`src/rtl/dmem_pkg.sv`:
```
`default_nettype none
// ============================================================================
// Module      : dmem_pkg
// Description : Shared types, byte-enable constants and lane-merge helper
//               for the data-memory arbiter.
// Revision    : 1.0 - initial release
// ============================================================================
package dmem_pkg;

  typedef enum logic [1:0] {
    IDLE   = 2'd0,
    ACCESS = 2'd1,
    WRITE  = 2'd2
  } state_t;

  localparam logic [3:0] BE_FULL = 4'hF;
  localparam logic [3:0] BE_NONE = 4'h0;

  // Lanes with their enable set come from new_w, the rest keep old_w.
  function automatic logic [31:0] be_merge(input logic [31:0] old_w,
                                           input logic [31:0] new_w,
                                           input logic [3:0]  be);
    logic [31:0] result;
    result = old_w;
    for (int i = 0; i < 4; i++) begin
      if (be[i]) result[8*i +: 8] = new_w[8*i +: 8];
    end
    return result;
  endfunction

endpackage
`default_nettype wire

```
`src/rtl/dmem_arbiter_if.sv`:
```
`default_nettype none
// ============================================================================
// Module      : dmem_arbiter_if
// Description : Requester ports and RAM port of the data-memory arbiter.
// Revision    : 1.0 - initial release
// ============================================================================
interface dmem_arbiter_if;

  logic        p0_req;
  logic        p0_we;
  logic [31:0] p0_addr;
  logic [31:0] p0_wdata;
  logic [3:0]  p0_be;
  logic        p0_ack;
  logic [31:0] p0_rdata;

  logic        p1_req;
  logic        p1_we;
  logic [31:0] p1_addr;
  logic [31:0] p1_wdata;
  logic [3:0]  p1_be;
  logic        p1_ack;
  logic [31:0] p1_rdata;

  logic        mem_we;
  logic [31:0] mem_addr;
  logic [31:0] mem_din;
  logic [31:0] mem_dout;

  // Master is the environment: both requesters plus the RAM.
  modport master (
    output p0_req, p0_we, p0_addr, p0_wdata, p0_be,
    input  p0_ack, p0_rdata,
    output p1_req, p1_we, p1_addr, p1_wdata, p1_be,
    input  p1_ack, p1_rdata,
    input  mem_we, mem_addr, mem_din,
    output mem_dout
  );

  modport slave (
    input  p0_req, p0_we, p0_addr, p0_wdata, p0_be,
    output p0_ack, p0_rdata,
    input  p1_req, p1_we, p1_addr, p1_wdata, p1_be,
    output p1_ack, p1_rdata,
    output mem_we, mem_addr, mem_din,
    input  mem_dout
  );

endinterface
`default_nettype wire

```
`src/rtl/dmem_arbiter_rr_arb2.sv`:
```
`default_nettype none
// ============================================================================
// Module      : rr_arb2
// Description : Two-way round-robin grant with ack masking; only the
//               last-granted pointer is registered.
// Revision    : 1.0 - initial release
// ============================================================================
module rr_arb2 (
  input  wire logic       clk,
  input  wire logic       rst,
  input  wire logic [1:0] req,
  input  wire logic [1:0] ack,
  input  wire logic       update,
  output logic            gnt_valid,
  output logic            gnt_id
);

  logic       r_last;
  logic [1:0] w_elig;

  // A port whose ack is high this cycle is still finishing its handshake.
  assign w_elig = req & ~ack;

  always_comb begin
    gnt_valid = |w_elig;
    gnt_id    = 1'b0;
    case (w_elig)
      2'b01:   gnt_id = 1'b0;
      2'b10:   gnt_id = 1'b1;
      2'b11:   gnt_id = ~r_last;
      default: gnt_id = 1'b0;
    endcase
  end

  always_ff @(posedge clk) begin
    if (rst) begin
      r_last <= 1'b1;
    end else if (update && gnt_valid) begin
      r_last <= gnt_id;
    end
  end

endmodule
`default_nettype wire

```
`src/rtl/dmem_arbiter.sv`:
```
`default_nettype none
// ============================================================================
// Module      : dmem_arbiter
// Description : Round-robin sharing of a word-wide RAM between two ports,
//               with read-modify-write sequencing for partial-word stores.
// Revision    : 1.0 - initial release
// ============================================================================
module dmem_arbiter
  import dmem_pkg::*;
#(
  parameter int AW = 8
) (
  input  wire logic     clk,
  input  wire logic     rst,
  dmem_arbiter_if.slave bus
);

  state_t          r_state;
  state_t          w_state_next;
  logic            r_id;
  logic            r_we;
  logic [AW-1:0]   r_waddr;
  logic [31:0]     r_wdata;
  logic [3:0]      r_be;
  logic [31:0]     r_merge;
  logic [1:0]      r_ack;
  logic [31:0]     r_rdata0;
  logic [31:0]     r_rdata1;

  logic            w_gnt_valid;
  logic            w_gnt_id;
  logic            w_grant;
  logic            w_done;
  logic            w_rd_cap;
  logic            w_merge_en;
  logic            w_sel_we;
  logic [31:0]     w_sel_addr;
  logic [31:0]     w_sel_wdata;
  logic [3:0]      w_sel_be;
  logic            w_unused;

  rr_arb2 u_arb (
    .clk       (clk),
    .rst       (rst),
    .req       ({bus.p1_req, bus.p0_req}),
    .ack       (r_ack),
    .update    (r_state == IDLE),
    .gnt_valid (w_gnt_valid),
    .gnt_id    (w_gnt_id)
  );

  assign w_grant     = (r_state == IDLE) && w_gnt_valid;
  assign w_sel_we    = w_gnt_id ? bus.p1_we    : bus.p0_we;
  assign w_sel_addr  = w_gnt_id ? bus.p1_addr  : bus.p0_addr;
  assign w_sel_wdata = w_gnt_id ? bus.p1_wdata : bus.p0_wdata;
  assign w_sel_be    = w_gnt_id ? bus.p1_be    : bus.p0_be;

  // Byte-offset and high address bits are dropped, so addresses wrap.
  assign w_unused = ^{bus.p0_addr[31:AW+2], bus.p0_addr[1:0],
                      bus.p1_addr[31:AW+2], bus.p1_addr[1:0]};

  always_comb begin
    w_state_next = r_state;
    w_done       = 1'b0;
    w_rd_cap     = 1'b0;
    w_merge_en   = 1'b0;
    case (r_state)
      IDLE: begin
        if (w_gnt_valid) w_state_next = ACCESS;
      end
      ACCESS: begin
        if (!r_we) begin
          w_rd_cap     = 1'b1;
          w_done       = 1'b1;
          w_state_next = IDLE;
        end else if ((r_be == BE_FULL) || (r_be == BE_NONE)) begin
          w_done       = 1'b1;
          w_state_next = IDLE;
        end else begin
          w_merge_en   = 1'b1;
          w_state_next = WRITE;
        end
      end
      WRITE: begin
        w_done       = 1'b1;
        w_state_next = IDLE;
      end
      default: w_state_next = IDLE;
    endcase
  end

  always_ff @(posedge clk) begin
    if (rst) begin
      r_state  <= IDLE;
      r_id     <= 1'b0;
      r_we     <= 1'b0;
      r_waddr  <= '0;
      r_wdata  <= 32'h0;
      r_be     <= 4'h0;
      r_merge  <= 32'h0;
      r_ack    <= 2'b00;
      r_rdata0 <= 32'h0;
      r_rdata1 <= 32'h0;
    end else begin
      r_state <= w_state_next;
      r_ack   <= w_done ? (r_id ? 2'b10 : 2'b01) : 2'b00;
      if (w_grant) begin
        r_id    <= w_gnt_id;
        r_we    <= w_sel_we;
        r_waddr <= w_sel_addr[AW+1:2];
        r_wdata <= w_sel_wdata;
        r_be    <= w_sel_be;
      end
      if (w_rd_cap) begin
        if (r_id) r_rdata1 <= bus.mem_dout;
        else      r_rdata0 <= bus.mem_dout;
      end
      if (w_merge_en) begin
        r_merge <= be_merge(bus.mem_dout, r_wdata, r_be);
      end
    end
  end

  // Gating with rst keeps an abandoned partial write from reaching the RAM.
  assign bus.mem_we   = !rst && (((r_state == ACCESS) && r_we && (r_be == BE_FULL))
                                 || (r_state == WRITE));
  assign bus.mem_addr = {{(30-AW){1'b0}}, r_waddr, 2'b00};
  assign bus.mem_din  = (r_state == WRITE) ? r_merge : r_wdata;

  assign bus.p0_ack   = r_ack[0];
  assign bus.p1_ack   = r_ack[1];
  assign bus.p0_rdata = r_rdata0;
  assign bus.p1_rdata = r_rdata1;

endmodule
`default_nettype wire

```
`src/flat_wrapper.sv`:
```
// flat-port wrapper written by rule: the top's interface ports become plain ports
module dmem_arbiter_flat import dmem_pkg::*;
#(
  parameter int AW = 8
)
  (clk, rst, bus_p0_req, bus_p0_we, bus_p0_addr, bus_p0_wdata, bus_p0_be, bus_p0_ack, bus_p0_rdata, bus_p1_req, bus_p1_we, bus_p1_addr, bus_p1_wdata, bus_p1_be, bus_p1_ack, bus_p1_rdata, bus_mem_we, bus_mem_addr, bus_mem_din, bus_mem_dout);
  dmem_arbiter_if bus_i ();
  input  wire logic clk;
  input  wire logic rst;
  input wire logic [$bits(bus_i.p0_req)-1:0] bus_p0_req;
  input wire logic [$bits(bus_i.p0_we)-1:0] bus_p0_we;
  input wire logic [$bits(bus_i.p0_addr)-1:0] bus_p0_addr;
  input wire logic [$bits(bus_i.p0_wdata)-1:0] bus_p0_wdata;
  input wire logic [$bits(bus_i.p0_be)-1:0] bus_p0_be;
  output wire logic [$bits(bus_i.p0_ack)-1:0] bus_p0_ack;
  output wire logic [$bits(bus_i.p0_rdata)-1:0] bus_p0_rdata;
  input wire logic [$bits(bus_i.p1_req)-1:0] bus_p1_req;
  input wire logic [$bits(bus_i.p1_we)-1:0] bus_p1_we;
  input wire logic [$bits(bus_i.p1_addr)-1:0] bus_p1_addr;
  input wire logic [$bits(bus_i.p1_wdata)-1:0] bus_p1_wdata;
  input wire logic [$bits(bus_i.p1_be)-1:0] bus_p1_be;
  output wire logic [$bits(bus_i.p1_ack)-1:0] bus_p1_ack;
  output wire logic [$bits(bus_i.p1_rdata)-1:0] bus_p1_rdata;
  output wire logic [$bits(bus_i.mem_we)-1:0] bus_mem_we;
  output wire logic [$bits(bus_i.mem_addr)-1:0] bus_mem_addr;
  output wire logic [$bits(bus_i.mem_din)-1:0] bus_mem_din;
  input wire logic [$bits(bus_i.mem_dout)-1:0] bus_mem_dout;
  assign bus_i.p0_req = bus_p0_req;
  assign bus_i.p0_we = bus_p0_we;
  assign bus_i.p0_addr = bus_p0_addr;
  assign bus_i.p0_wdata = bus_p0_wdata;
  assign bus_i.p0_be = bus_p0_be;
  assign bus_p0_ack = bus_i.p0_ack;
  assign bus_p0_rdata = bus_i.p0_rdata;
  assign bus_i.p1_req = bus_p1_req;
  assign bus_i.p1_we = bus_p1_we;
  assign bus_i.p1_addr = bus_p1_addr;
  assign bus_i.p1_wdata = bus_p1_wdata;
  assign bus_i.p1_be = bus_p1_be;
  assign bus_p1_ack = bus_i.p1_ack;
  assign bus_p1_rdata = bus_i.p1_rdata;
  assign bus_mem_we = bus_i.mem_we;
  assign bus_mem_addr = bus_i.mem_addr;
  assign bus_mem_din = bus_i.mem_din;
  assign bus_i.mem_dout = bus_mem_dout;
  dmem_arbiter #(.AW(AW)) u_core (.clk(clk), .rst(rst), .bus(bus_i));
endmodule
```
`config.mk`:
```
export PLATFORM = sky130hd
export DESIGN_NAME = dmem_arbiter_flat
export DESIGN_NICKNAME = d
export VERILOG_FILES = /design/src/rtl/dmem_pkg.sv /design/src/rtl/dmem_arbiter_if.sv /design/src/rtl/dmem_arbiter_rr_arb2.sv /design/src/rtl/dmem_arbiter.sv /design/src/flat_wrapper.sv
export SDC_FILE = /design/constraint.sdc
export NUM_CORES = 1
export LEC_CHECK = 0
export ABC_CLOCK_PERIOD_IN_PS = 2250
export BUFFER_PORTS_ARGS = -buffer_cell sky130_fd_sc_hd__buf_2
export CAP_MARGIN = 15
export CORE_MARGIN = 2
export CORE_UTILIZATION = 45
export DETAILED_ROUTE_END_ITERATION = 10
export PLACE_DENSITY = 0.74
export SLEW_MARGIN = 25
export SYNTH_ARGS = -nofsm -noshare
export SYNTH_HDL_FRONTEND = slang
export SYNTH_HIERARCHICAL = 1
export SYNTH_SLANG_ARGS = --single-unit
```
`constraint.sdc`:
```
create_clock -name clk -period 2.25 [get_ports clk]
set_input_delay 0.3375 -clock clk [delete_from_list [all_inputs] [get_ports clk]]
set_output_delay 0.3375 -clock clk [all_outputs]
set_load 0.05 [all_outputs]
```
[Word level (Yosys, flattened, before mapping)]
Index checks and enable logic that the tools add are counted.
Storage, ports and cells
  register bits: 147
  word-level logic and storage cells: 58
  output and inout bits: 131
  latch bits: 0
  bits in read-only memories: 0
  memories kept: 0
  bits in writable memories: 0
  input port bits: 174
Cells by class
  mux-type cells: 23
  shifts and indexed selects: 0
  divide/modulo/power cells: 0
  reductions and logical operators: 13
  order comparisons: 0
  add/sub/neg operators: 0
  bitwise gates (word level): 5
  equality and inequality tests: 6
  multiply operators: 0
Operators by type and width (count)
  2-to-1 mux 32 bit: 2
  2-to-1 mux 8 bit: 4
  2-to-1 mux 10 bit: 1
  2-to-1 mux 1 bit: 8
  2-to-1 mux 2 bit: 4
  == test 2 bit, second input constant: 3
  == test 4 bit, second input constant: 1
  logical AND 1 bit: 4
  zero test 4 bit: 1
  2-to-1 mux 4 bit: 1
  one-hot mux 1 bit (2 select lines): 2
  one-hot mux 2 bit (2 select lines): 1
  AND reduction 2 bit: 2
  OR reduction 2 bit: 2
  inverter 1 bit: 3
  bitwise AND 2 bit: 1
  == test 2 x 1 -> 1 bit, second input constant: 1
  zero test 2 bit: 1
  logical OR 1 bit: 2
  != test 2 x 1 -> 1 bit, second input constant: 1
  inverter 2 bit: 1
  zero test 1 bit: 1

[Depth between registers and ports, before layout]
Gate-level depths: netlist of run 1.
  depth after elaboration: 7
  mapped depth: 7

[Cells and area by module]
The synthesis of run 1 kept the hierarchy.
By module, submodules not included
  dmem_arbiter: area an instance 6819.0 um^2, cells an instance 755, times used 1
  rr_arb2: area an instance 73.8 um^2, cells an instance 9, times used 1

[Worst setup path after synthesis of run 1]
Ideal clock, no wire load.
  kind: register to output
  start point: register u_core.r_be[2]
  end point: output port bus_mem_we
  arrival: 1788 ps
  required time: 1913 ps
  cell stages (with the launch flop): 6
  path slack: 125 ps
  path through: dfxtp_1 > and4_4 > buf_6 > clkbuf_1 > nand3_1 > a21oi_1
Between the ends
  longest elaborated chain between the ends: 4
Ends and longest elaborated chain
  start, declared: RTL line dmem_arbiter.sv:24  | logic [3:0] r_be;
  start signal, assigned: RTL line dmem_arbiter.sv:112  | r_be <= w_sel_be;
  == test 4 bit: RTL line dmem_arbiter.sv:125  | assign bus.mem_we = !rst && (((r_state == ACCESS) && r_we && (r_be == BE_FULL))
  logical AND 1 bit: RTL line dmem_arbiter.sv:125
  logical OR 1 bit: RTL line dmem_arbiter.sv:126  | || (r_state == WRITE));
  logical AND 1 bit: RTL line dmem_arbiter.sv:125
  end, declared: RTL line flat_wrapper.sv:24  | output wire logic [$bits(bus_i.mem_we)-1:0] bus_mem_we;
Every way passes these cells.

[Worst setup path after layout of run 1]
  start point: register u_core.r_state[0]
  end point: output port bus_mem_din[25]
Between the ends
  longest elaborated chain between the ends: 2
Ends and longest elaborated chain
  start, declared: RTL line dmem_arbiter.sv:18  | state_t r_state;
  start signal, assigned: RTL line dmem_arbiter.sv:105  | r_state <= w_state_next;
  == test 2 bit: RTL line dmem_arbiter.sv:128  | assign bus.mem_din = (r_state == WRITE) ? r_merge : r_wdata;
  2-to-1 mux 32 bit: RTL line dmem_arbiter.sv:128
  end, declared: RTL line flat_wrapper.sv:26  | output wire logic [$bits(bus_i.mem_din)-1:0] bus_mem_din;
Every way passes these cells.

==> results of run 1 <==
==> flip-flops by register name (all words and copies together), names as in the netlist <==
signal               cells
u_core/r_be              4
u_core/r_we              1
u_core/r_wdata          32
u_core/u_arb/r_last      1
u_core/bus.p1_rdata     32
u_core/r_merge          32
u_core/r_waddr           8
u_core/bus.p0_rdata     32
u_core/r_state           2
u_core/r_ack             2
u_core/r_id              1
==> cell type report <==
cell class | count | share of cell area (%)
clock buffer | 21 | 5.405
sequential | 147 | 33.81
clock inverter | 10 | 0.9631
multi-input combinational | 510 | 39.49
tap | 188 | 2.702
timing repair buffer | 253 | 15.96
inverter | 39 | 1.682
==> stage by stage <==
step                      setup WS, ns  hold slack (ns)  instance area, um^2
final                          0.06347           0.1783                 8705
after floorplan                 0.1245           0.4304                 6979
after global placement          0.4048           0.4386                 8137
after CTS                      0.01790           0.1584                 8691
after detailed placement        0.3647           0.4430                 8137
after global routing          -0.01401           0.1688                 8705
==> Yosys cell counts (3+ instances only) <==
cell      count  share of area, %
nor4_1       32               2.9
a211oi_1     48               5.2
clkbuf_1     50               2.7
nand2_1     129               7.0
buf_2        11              0.80
mux2i_1      46               6.7
dfxtp_1     147                43
ha_1          3              0.54
buf_6         4              0.65
nor2_1       47               2.6
a211oi_2     29               5.3
buf_4        25               2.7
inv_1        39               2.1
nand3b_1      4              0.44
a21oi_1      66               4.8
mux2_2       64                10
==> how the worst max path moves through the flow <==
stage,start,to,slack [ns],depth (start not counted)
floorplan,u_core/r_be[2],bus_mem_we,0.12,5
global placement,u_core/r_state[1],u_core/bus.p0_rdata[13],0.40,5
detailed placement,u_core/r_state[1],u_core/bus.p0_rdata[12],0.36,5
CTS,u_core/r_state[0],bus_mem_we,0.02,6
global route,u_core/r_state[0],bus_mem_din[25],-0.01,5
finish,u_core/r_state[0],bus_mem_din[25],0.06,5
==> power breakdown <==
group | switching [mW] | internal (mW) | leakage, nW
clock | 1.07 | 1.59 | 0.274
combinational | 1.23 | 0.579 | 2.25
sequential | 0.116 | 2.80 | 1.20
total | 2.41 | 4.97 | 3.72
==> layer usage <==
metal	vias up	global-route usage, %	part of all wire (%)
li1	3013	-	-
met4	0	7.369	1.2
met3	20	5.426	6.0
met1	2819	26.14	44
met5	-	0	0
met2	198	38.57	49
==> cell families after synthesis <==
group / Yosys count / synth area share, %
adders and majority gates: 3 / 0.5446
and+or+nand+nor: 224 / 14.49
AOI/OAI and AO/OA: 149 / 16.01
buffers and inverters: 130 / 9.076
DFF: 147 / 42.69
other: 1 / 0.05440
muxes: 110 / 17.14
==> worst max-delay path, stage by stage, from the launching register on <==
cell and delay, ns:
dfxtp_1 0.32, inv_1 0.09, ha_2 0.21, buf_6 0.22, mux2_2 0.37, buf_2 0.22
==> placed cells by master, fill, tap and decap left out, types with 3 or more instances in the layout <==
cell type,count
mux2i_1,46
nand3b_1,4
a211oi_1,48
nand2_1,129
a21oi_1,66
dfxtp_1,147
clkinv_2,6
a211oi_2,29
clkbuf_16,17
inv_1,39
conb_1,24
nor4_1,32
nor2_1,47
buf_12,4
buf_4,16
mux2_2,64
clkbuf_8,3
buf_2,230
==> results.toml, run 1 <==
[run_status]
run_status = "completed"

[synthesis]
syn_inst = 764
ys_warn_count = 6
ys_ff_latch = 147
ys_seq_area_share_pct = 42.69
async_reset_ff_share_pct = 0
ys_types = 35
synthesis.area_um2 = 6893
synth_edf_count = 0
synthFlopType = "dfxtp_1"
syn_area_per_cell_um2 = 9.022

[setup_path]
timing.rr.end = "u_core/bus.p0_rdata[12]"
rr_worst_depth = 5
reg2reg_slack_ns = 0.36
worstPathArrival_ns = 1.85
crit_type = "reg2out"
end_kind = "output pin"
worstPathRequired_ns = 1.91
critPathLaunchType = "register"
reg2reg_from = "u_core/r_state[1]"
cp_max_fo = 16

[sta]
tightestPinTransition_ns = 0.8276
max_freq_mhz = 457.3
final_max_slew_viol_count = 0
finalClockSkew_ns = 0.007008
slew-limit-headroom_pct = 44.83
post-route-min-period_ns = 2.187
setup_viol = 0
finalHoldViolations = 0
grt_setup_unrepaired = "yes"
fin_crit_sh_pct = 97.18
tns_ns = 0

[floorplanning]
die_h_um = 127.8
dieArea_um2 = 16320
io_pins = 305
rows = 45
die_x_um = 127.8
initial_core_util_pct = 45.68
core_area_um2 = 15090

[clocking]
postCtsSetupBuffers = 0
htreeDepth = 4
cts_resized = 0
cts_root_buf = "clkbuf_16"
postCtsHoldBufs = 0
cts_buffers = 17
clock_sinks = 147
cts_buffer_depth = 2
path_clk_slew_ns = 0.06
cts_tree = "built"
clk_latency_ns = 0.42

[global_routing]
grtUsageTotal_pct = 21.92
grt_max_degree = 82
antenna_found_initial = 0
grt_pass1_vias = 5665
grt-ovfl-total = 0
grt_pass1_wl_um = 28120

[cells_and_area]
fin_util_pct = 57.69
nFillCells = 1399
num_antenna_cells = 0
stdcell_count = 1168
drive_gt1_share_pct = 39.29
ff_latch_area_um2 = 2943
syn2layout_area_growth_pct = 26.28
nNetsFinal = 1145
multiInputGateArea_um2 = 3437

[job]
maxCapViolCount = 0

[worst_hold_path]
worstHoldPathCells = 3
worstHoldPathType = "in2reg"
hp-start = "bus_mem_dout[12]"
hold_end = "u_core/bus.p1_rdata[12]"

[power]
p_leak_nw = 3.724
ir_drop_v = 0.0005497
power.density_nw_per_um2 = 847.3
power.total_mw = 7.375

[place]
gp_congestion = 0.7822
dp_hpwl_um = 12130
dp_cells = 1137
io_buffers = 232

[route]
ant_nets = 0
viasPerCell = 5.180
drtIter0Drc = 326
drc = 0
detail_route.wl_per_cell_um = 15.29
vias = 6050
drt-pass1-iter-count = 5
drt-total-wl_um = 17860
No activity file was read; power rests on OpenSTA's default activity.
==> run 2: changes to the inputs <==
- SYNTH_HIERARCHICAL: 1 -> default
==> results.toml, run 2 <==
[synthesis]
synth_common_cells = "nand2_1 (219), dfxtp_1 (147), nor2_1 (81), a21oi_1 (64), a311oi_1 (46)"
ys_seq_area_share_pct = 44.43
ys_warn_count = 0
synth_top_family_by_area = "simple AND/OR/NAND/NOR gates"
ys_ff_latch = 147
ys_types = 32
synthesis.area_um2 = 6624
synthMuxAreaShare_pct = 10.58
syn_inst = 773
synth-simple-area-share_pct = 18.96
async_reset_ff_share_pct = 0
yosysTopAreaCell = "dfxtp_1"
syn_area_per_cell_um2 = 8.569
synth_compound_area_share_pct = 17.30
synthFlopType = "dfxtp_1"
synth-adder-area-share_pct = 0.5667
synthTopCellsByArea = "dfxtp_1 (44%), nand2_1 (12%), a311oi_1 (6.1%)"
synth_edf_count = 0
synth.most_common_cell = "nand2_1"
synth_top_area_share_pct = 44.43
synth_xor_area_share_pct = 0

[setup_path]
cp_max_fo = 17
cp_top_family = "buffers and inverters"
worstPathRequired_ns = 1.91
worstPathArrival_ns = 1.89
crit_chain = "inv_1 > ha_2 > buf_4 > mux2_2 > buf_2"
slowest_delay_ns = 0.38
cp_num_buf_inv = 3
crit_type = "reg2out"
critPathLaunchType = "register"
cp_slowest_cell = "mux2_2"
end_kind = "output pin"

[run_status]
run_status = "completed"

[sta]
fin_crit_sh_pct = 99.03
finalHoldViolations = 0
max_freq_mhz = 448.8
final_max_slew_viol_count = 0
post-route-min-period_ns = 2.228
setup_viol = 0
grt_setup_unrepaired = "yes"
final.setup.worst_slack_ns = 0.02177
finalClockSkew_ns = 0.008564

[clocking]
cts_tree = "built"
clk_latency_ns = 0.41
cts_root_buf = "clkbuf_16"
cts_buffer_depth = 2
clock_sinks = 147
cts_buffers = 17
htreeDepth = 4
path_clk_slew_ns = 0.06

[floorplanning]
die_h_um = 125.3
core_area_um2 = 14480
initial_core_util_pct = 45.75
dieArea_um2 = 15710
io_pins = 305
die_x_um = 125.3
rows = 44

[power]
p_leak_nw = 3.675
ir_drop_v = 0.0005463
power.density_nw_per_um2 = 886.1

[route]
drtIter0Drc = 386
viasPerCell = 5.059
ant_nets = 0
drt-pass1-iter-count = 5
detail_route.wl_per_cell_um = 14.85
vias = 5929
drt-total-wl_um = 17400
drc = 0

[worst_hold_path]
worstHoldPathType = "in2reg"

[job]
maxCapViolCount = 0

[cells_and_area]
final_cell_mix = "buf_2 (230), nand2_1 (219), dfxtp_1 (147)"
drive_gt1_share_pct = 34.82
num_antenna_cells = 0
fin_area_um2 = 8387
fin_util_pct = 57.92
syn2layout_area_growth_pct = 26.61
final_common_cell = "buf_2"
nNetsFinal = 1154

[global_routing]
antenna_found_initial = 0
grt-ovfl-total = 0
grt_pass1_wl_um = 27810
grtUsageTotal_pct = 21.83
grt_pass1_vias = 5606
grt_max_degree = 83

[place]
io_buffers = 232
place_worst_setup_slack_ns = 0.4319
gp_congestion = 0.8091
dp_hpwl_um = 11760
place_area_um2 = 7814
==> run 2: cell types whose count changed in the layout (fill, tap and decap cells not counted), sizes merged, moves of 34 or more <==
cell	change
nand2	+91
nor2	+34
a311oi	+46
inv	-34
a211oi	-45
==> run 2: routing by layer <==
metal | track usage [%] | share of wire (%) | vias to the layer above
met4 | 7.974 | 2.1 | 0
li1 | - | - | 2994
met2 | 36.96 | 47 | 196
met5 | 0 | 0 | -
met3 | 4.407 | 5.5 | 26
met1 | 27.65 | 45 | 2713
==> run 2: repair_timing <==
| item | CTS | global route |
|---|---|---|
| hold buffers | 0 | 0 |
| setup endpoints to repair | 0 | 33 |
| setup buffers | 0 | 0 |
| resized for setup | 0 | 1 |
==> run 2: final timing paths <==
path,start,endpoint,slack [ns],depth (start not counted)
max,u_core.r_state[0],bus_mem_din[18],0.02,5
max reg2reg,u_core.r_state[1],u_core.r_merge[29],0.43,7
min reg2reg,u_core.bus.p0_rdata[25],u_core.bus.p0_rdata[25],0.45,2
min,bus_p0_wdata[29],u_core.r_wdata[29],0.18,3
==> run 2: tightest hold or removal path, delay by kind of cell <==
kind	cells	cell delay, ns
buffers and inverters	1	0.09
AO/OA/AOI/OAI	1	0.07
AND/OR/NAND/NOR	1	0.04
==> run 2: final cells by class <==
type / instances / area, um^2
clock inverters: 5 / 75.07
well taps: 184 / 230.2
fillers: 1371 / 6092
flip-flops and latches: 147 / 2943
repair buffers: 250 / 1376
multi-input cells: 556 / 3248
inverters: 5 / 18.77
clock buffers: 25 / 495.5
==> run 2: per-stage QoR <==
stage / total power [mW] / setup TNS [ns] / cells / hold slack [ns]
final: 7.432 / 0 / 1172 / 0.1782
after global routing: 7.737 / -1.418 / 1172 / 0.1709
after CTS: 7.483 / 0 / 1172 / 0.1679
after detailed placement: 4.732 / 0 / 1142 / 0.4434
after global placement: 4.711 / 0 / 1142 / 0.4390
after floorplan: 4.310 / 0 / 796 / 0.4594
==> run 2: logic make-up (layout without fill, tap and decap cells) <==
kind of cell               Yosys count  after routing
and+or+nand+nor                    317            317
other                                1             24
adders and majority gates            3              3
muxes                               66             66
AOI/OAI and AO/OA                  146            146
buffers and inverters               93            285
DFF                                147            147
==> run 2: report_power, final <==
group          internal, mW  switching, mW
sequential             2.80          0.111
clock                  1.73           1.03
combinational         0.525           1.24
